`config.mk`:
```
export PLATFORM = sky130hd
export DESIGN_NAME = spi_slave_sync_fifo
export DESIGN_NICKNAME = d
export VERILOG_FILES = /design/src/rtl/spi_slave_fifo_pkg.sv /design/src/rtl/spi_slave_fifo_ptr.sv /design/src/rtl/spi_slave_sync_fifo.sv
export SDC_FILE = /design/constraint.sdc
export NUM_CORES = 1
export LEC_CHECK = 0
export BUFFER_PORTS_ARGS = -buffer_cell sky130_fd_sc_hd__buf_2
export CORE_AREA = 2 2 132 134
export CTS_CLUSTER_SIZE = 24
export DETAILED_ROUTE_END_ITERATION = 16
export DIE_AREA = 0 0 134 136
export GPL_TIMING_DRIVEN = 0
export PLACE_DENSITY = 0.79
export SYNTH_ARGS = -nofsm -noshare
export SYNTH_HDL_FRONTEND = slang
export SYNTH_SLANG_ARGS = --single-unit
```
`constraint.sdc`:
```
create_clock -name clk_i -period 7.1 [get_ports clk_i]
set_clock_uncertainty 0.05 [all_clocks]
set_input_delay 1.065 -clock clk_i [delete_from_list [all_inputs] [get_ports clk_i]]
set_output_delay 1.065 -clock clk_i [all_outputs]
set_load 0.03 [all_outputs]
```
`src/rtl/spi_slave_fifo_pkg.sv`:
```
`default_nettype none
// ============================================================================
// Module   : spi_slave_fifo_pkg
// Brief    : Shared types and sizing helpers for the SPI slave FIFOs
// Revision : 1.0 - initial release
// ============================================================================
package spi_slave_fifo_pkg;

    // Pointer update operation; clear dominates increment.
    typedef enum logic [1:0] {
        PTR_HOLD = 2'd0,
        PTR_INC  = 2'd1,
        PTR_CLR  = 2'd2
    } ptr_op_e;

    // Width needed to hold a count in the range 0..depth.
    function automatic int cnt_w(input int depth);
        return $clog2(depth + 1);
    endfunction

    // Width needed to address 0..depth-1 (at least one bit).
    function automatic int ptr_w(input int depth);
        return (depth > 1) ? $clog2(depth) : 1;
    endfunction

endpackage
`default_nettype wire

```
`src/rtl/spi_slave_fifo_ptr.sv`:
```
`default_nettype none
// ============================================================================
// Module   : spi_slave_fifo_ptr
// Brief    : Wrapping pointer counter 0..DEPTH-1 with synchronous clear
// Revision : 1.0 - initial release
// ============================================================================
module spi_slave_fifo_ptr
    import spi_slave_fifo_pkg::*;
#(
    parameter int DEPTH = 8,
    parameter int PTR_W = ptr_w(DEPTH)
) (
    input  logic             clk_i,
    input  logic             rst_i,
    input  logic             clr_i,
    input  logic             inc_i,
    output logic [PTR_W-1:0] ptr_o
);

    localparam logic [PTR_W-1:0] c_last = PTR_W'(DEPTH - 1);

    ptr_op_e          w_op;
    logic [PTR_W-1:0] r_ptr;

    // Select the pointer operation for this cycle.
    always_comb begin
        w_op = PTR_HOLD;
        if (clr_i) begin
            w_op = PTR_CLR;
        end else if (inc_i) begin
            w_op = PTR_INC;
        end
    end

    // Pointer register; wraps by explicit compare so any depth works.
    always_ff @(posedge clk_i or posedge rst_i) begin
        if (rst_i) begin
            r_ptr <= '0;
        end else begin
            case (w_op)
                PTR_CLR: r_ptr <= '0;
                PTR_INC: r_ptr <= (r_ptr == c_last) ? '0 : r_ptr + 1'b1;
                default: r_ptr <= r_ptr;
            endcase
        end
    end

    assign ptr_o = r_ptr;

endmodule
`default_nettype wire

```
`src/rtl/spi_slave_sync_fifo.sv`:
```
`default_nettype none
// ============================================================================
// Module   : spi_slave_sync_fifo
// Brief    : Single-clock FIFO with optional fall-through, fill level,
//            almost-full/almost-empty flags and synchronous flush
// Revision : 1.0 - initial release
// ============================================================================
module spi_slave_sync_fifo
    import spi_slave_fifo_pkg::*;
#(
    parameter int DATA_WIDTH   = 32,
    parameter int BUFFER_DEPTH = 8,
    parameter bit FALL_THROUGH = 1'b0,
    parameter int CNT_W        = cnt_w(BUFFER_DEPTH)
) (
    input  logic                  clk_i,
    input  logic                  rst_i,
    input  logic                  flush_i,
    input  logic [DATA_WIDTH-1:0] data_i,
    input  logic                  valid_i,
    output logic                  ready_o,
    output logic [DATA_WIDTH-1:0] data_o,
    output logic                  valid_o,
    input  logic                  ready_i,
    output logic [CNT_W-1:0]      level_o,
    input  logic [CNT_W-1:0]      afull_thr_i,
    input  logic [CNT_W-1:0]      aempty_thr_i,
    output logic                  afull_o,
    output logic                  aempty_o
);

    localparam int               c_ptr_w = ptr_w(BUFFER_DEPTH);
    localparam logic [CNT_W-1:0] c_full  = CNT_W'(BUFFER_DEPTH);

    logic [DATA_WIDTH-1:0] r_mem [BUFFER_DEPTH];
    logic [CNT_W-1:0]      r_cnt;
    logic [c_ptr_w-1:0]    w_wr_ptr;
    logic [c_ptr_w-1:0]    w_rd_ptr;
    logic                  w_empty;
    logic                  w_full;
    logic                  w_bypass;
    logic                  w_push;
    logic                  w_pop;

    assign w_empty = (r_cnt == '0);
    assign w_full  = (r_cnt == c_full);

    // Ready depends only on stored state and flush, never on ready_i.
    assign ready_o = ~w_full & ~flush_i;

    generate
        if (FALL_THROUGH) begin : g_fall_through
            // An empty FIFO presents the incoming word directly.
            assign valid_o  = (~w_empty | valid_i) & ~flush_i;
            assign data_o   = w_empty ? data_i : r_mem[w_rd_ptr];
            // Word consumed in the same cycle never touches storage.
            assign w_bypass = w_empty & valid_i & ready_i & ~flush_i;
        end else begin : g_registered
            assign valid_o  = ~w_empty & ~flush_i;
            assign data_o   = r_mem[w_rd_ptr];
            assign w_bypass = 1'b0;
        end
    endgenerate

    // Storage operations; a bypassed word is neither written nor read.
    assign w_push = valid_i & ready_o & ~w_bypass;
    assign w_pop  = valid_o & ready_i & ~w_empty;

    spi_slave_fifo_ptr #(
        .DEPTH (BUFFER_DEPTH),
        .PTR_W (c_ptr_w)
    ) u_wr_ptr (
        .clk_i (clk_i),
        .rst_i (rst_i),
        .clr_i (flush_i),
        .inc_i (w_push),
        .ptr_o (w_wr_ptr)
    );

    spi_slave_fifo_ptr #(
        .DEPTH (BUFFER_DEPTH),
        .PTR_W (c_ptr_w)
    ) u_rd_ptr (
        .clk_i (clk_i),
        .rst_i (rst_i),
        .clr_i (flush_i),
        .inc_i (w_pop),
        .ptr_o (w_rd_ptr)
    );

    // Write port of the storage array; contents are deliberately not reset.
    always_ff @(posedge clk_i) begin
        if (w_push) begin
            r_mem[w_wr_ptr] <= data_i;
        end
    end

    // Occupancy counter; flush clears it regardless of push/pop.
    always_ff @(posedge clk_i or posedge rst_i) begin
        if (rst_i) begin
            r_cnt <= '0;
        end else if (flush_i) begin
            r_cnt <= '0;
        end else begin
            case ({w_push, w_pop})
                2'b10:   r_cnt <= r_cnt + 1'b1;
                2'b01:   r_cnt <= r_cnt - 1'b1;
                default: r_cnt <= r_cnt;
            endcase
        end
    end

    assign level_o  = r_cnt;
    assign afull_o  = (r_cnt >= afull_thr_i);
    assign aempty_o = (r_cnt <= aempty_thr_i);

endmodule
`default_nettype wire

```
==> parameters.txt <==
Parameter                              Value

STA
  Post-route minimum period    roughly 3.8 ns
  Post-route worst setup slack    about 3.3 ns
  Maximum frequency from static timing analysis    about 0.26 GHz
  Final-report hold violation count    0
  Worst slew slack as a fraction of its limit    0.382
  Final-report max-slew violation count    0
  Setup repair after global routing missed its margin    false
  Final clock period utilization by the worst path    0.541
  Worst Tran Pin Value    about 0.92 ns
  Worst hold margin    about 0.48 ns
  Final setup violation count    0

GRT
  Total overflow reported by the global router    0
  Antenna violations before repair    2
  Maximum number of pins on one net before global-route repair    26
  Combined global-route utilization of all metal layers    0.237
  Number of global-route vias before repair    about 5400
  Wire length of the first global-routing pass    roughly 32 mm

Power
  Worst VDD drop    0.000233 V
  Total design power    roughly 4400 µW
  Power density relative to cell area    ~360 nW/µm²
  Leakage dissipation    0.00430 µW

Cells and area
  Number of fill cells    924
  Most common library cell in the layout ignoring fill and taps    sky130_fd_sc_hd__edfxtp_1
  Total inserted antenna cells    0
  Final cell utilization of the core    0.741
  Fraction of layout cells with a size suffix above 1    0.432
  Layout net count    around 670
  Top library cells by usage in the layout, fill and taps aside    sky130_fd_sc_hd__edfxtp_1, sky130_fd_sc_hd__buf_2, sky130_fd_sc_hd__mux4_2
  Area growth, synth to finish    19.2%

Clock network
  Clock Latency Late Sink    between 0.5 and 0.6 ns
  # clock sinks    ~270
  Number of cells upsized or downsized after cts    0
  H-tree levels    1
  CTS buffer count    26
  CTS max path bufs    3
  Clock slew seen by the registers of the worst setup and hold paths    ~0.06 ns
  Number of buffers added for setup after CTS    0
  Clock tree from TritonCTS    yes
  Count of hold-fix buffers inserted at cts    0
  Root buffer cell    sky130_fd_sc_hd__clkbuf_16

Route
  Highest routed metal layer    met5
  Pre-antenna DRT Iters    4
  DR WL met2    10.8 mm
  Via-per-instance ratio    approximately 6
  Vias    5180
  Final routed wire length divided by cell count    24.4 µm
  Detailed-route wire length on metal 1    8.36 mm
  Post-Route WL    about 21 mm
  Detailed router's first-iteration violation count    between 400 and 500
  DRC viols    0
  Routed wire length on met3    1.21 mm
  Antenna Violating Nets Remaining    0

Floorplanning
  Floorplan die width    about 130 µm
  Core Box Area    ~17000 µm²
  Io pins    85
  Site row count    48
  Overall die area    approximately 18000 µm²
  Height of the die    136 µm
  Starting Density    0.622

Synthesis
  Register bit count reported by yosys    roughly 270
  Count of cell types in the netlist    38
  Net count after synthesis    528
  Sequential-to-total area share from yosys stat    0.756
  Top flip-flop cell by instance count after synthesis    sky130_fd_sc_hd__edfxtp_1
  Cell area after synthesis    10500 µm²
  Synth Instances    ~470
  Yosys warning total    0
  Number of synthesized flops with an enable pin    256
  Average footprint of a synthesized cell    about 22 µm²
  Post-synthesis async set-or-reset flop share    0.0376

Critical path
  Internal reg-to-reg setup slack    roughly 4.1 ns
  Element type at the critical path end    primary output
  Beginning of the critical path    u_rd_ptr.ptr_o[1]
  Worst endpoint data arrival time    about 2.7 ns
  Endpoint required time on the critical path    around 6.0 ns
  Path depth of the worst reg2reg path    10
  Kind of start point of the critical path    register
  R2R Path Start    level_o[1]
  Worst setup path endpoint    data_o[1]
  Max Fanout on Critical Path    10
  Worst reg2reg path endpoint    level_o[3]
  Critical Setup Path Class    register to primary output

Place
  Port bufs    84
  Gpl congestion    ~0.72
  HPWL after detailed placement    13.3 mm
  Worst Setup Slack post-DPL    ~3.5 ns

Flow run
  Max capacitance violation total    0

Hold path
  Worst min-delay path category    primary input to asynchronous set/reset pin

Status
  Outcome    finished, final reports clean
[worst min path at each step]
stage                           start                 to  cells past startpoint
finish                          rst_i  u_rd_ptr.ptr_o[0]                      2
global route                    rst_i  u_rd_ptr.ptr_o[0]                      2
CTS                             rst_i  u_rd_ptr.ptr_o[0]                      2
detailed placement  u_rd_ptr.ptr_o[2]  u_rd_ptr.ptr_o[2]                      3
global placement    u_rd_ptr.ptr_o[2]  u_rd_ptr.ptr_o[2]                      3
floorplan           u_wr_ptr.ptr_o[0]  u_wr_ptr.ptr_o[0]                      1
[metrics by stage]
stage / TNS (ns) / std cells / instance area, µm²
after floorplan: 0 / 468 / 10500
after global placement: -131.05 / 777 / 11200
after detailed placement: 0 / 806 / 11500
after CTS: 0 / 853 / 12500
after global routing: 0 / 853 / 12500
final: 0 / 853 / 12500
[sequential cells by signal, indices dropped and copies added, names as in the netlist]
name / flops
level_o: 4
u_rd_ptr.ptr_o: 3
u_wr_ptr.ptr_o: 3
r_mem: 256
[logic make-up after synthesis]
group / count (synthesis) / synth area share
AO/OA/AOI/OAI: 16 / 0.0100
XOR/XNOR: 2 / 0.00239
adder cells (fa/ha/maj): 15 / 0.0186
buffers and inverters: 29 / 0.0141
flip-flops: 266 / 0.756
multiplexers: 98 / 0.174
AND/OR/NAND/NOR: 42 / 0.0242
[area by class of cell]
type,count,area (µm²),area share
plain buffers,21,118,0.00940
multi-input cells,173,2450,0.196
clock inverters,16,275,0.0220
well taps,225,282,0.0225
flip-flops and latches,266,7940,0.635
repair buffers,113,722,0.0577
inverters,8,30.0,0.00240
clock buffers,31,691,0.0552
[synth_stat cells, types with 5 or more instances]
master | n | share of area
sky130_fd_sc_hd__buf_2 | 6 | 0.0029
sky130_fd_sc_hd__mux2_2 | 33 | 0.035
sky130_fd_sc_hd__dfrtp_1 | 10 | 0.024
sky130_fd_sc_hd__ha_1 | 14 | 0.017
sky130_fd_sc_hd__nor2_1 | 5 | 0.0018
sky130_fd_sc_hd__edfxtp_1 | 256 | 0.73
sky130_fd_sc_hd__mux4_2 | 64 | 0.14
sky130_fd_sc_hd__inv_1 | 8 | 0.0029
sky130_fd_sc_hd__clkbuf_1 | 9 | 0.0032
sky130_fd_sc_hd__nand2b_1 | 6 | 0.0036
sky130_fd_sc_hd__nand2_1 | 8 | 0.0029
sky130_fd_sc_hd__a21oi_1 | 5 | 0.0024
[worst max-delay path: stages (launching register included)]
cell and delay (ns):
sky130_fd_sc_hd__dfrtp_1 0.38, sky130_fd_sc_hd__buf_2 0.26, sky130_fd_sc_hd__clkbuf_1 0.65, sky130_fd_sc_hd__mux4_2 0.41, sky130_fd_sc_hd__mux2_2 0.32, sky130_fd_sc_hd__buf_2 0.19
[metal layers]
layer  vias up  GRT usage
met5         -          0
met1      2695      0.320
met4         4     0.0774
met3        42     0.0380
li1       2243          -
met2       196      0.405
[report_power, final]
part | internal, µW | switching (µW) | leakage [µW]
combinational | 470 | 601 | 0.00139
clock | 980 | 554 | 0.000464
sequential | 1790 | 46.5 | 0.00245
total | 3240 | 1200 | 0.00430
No activity file was read; power rests on OpenSTA's default activity.
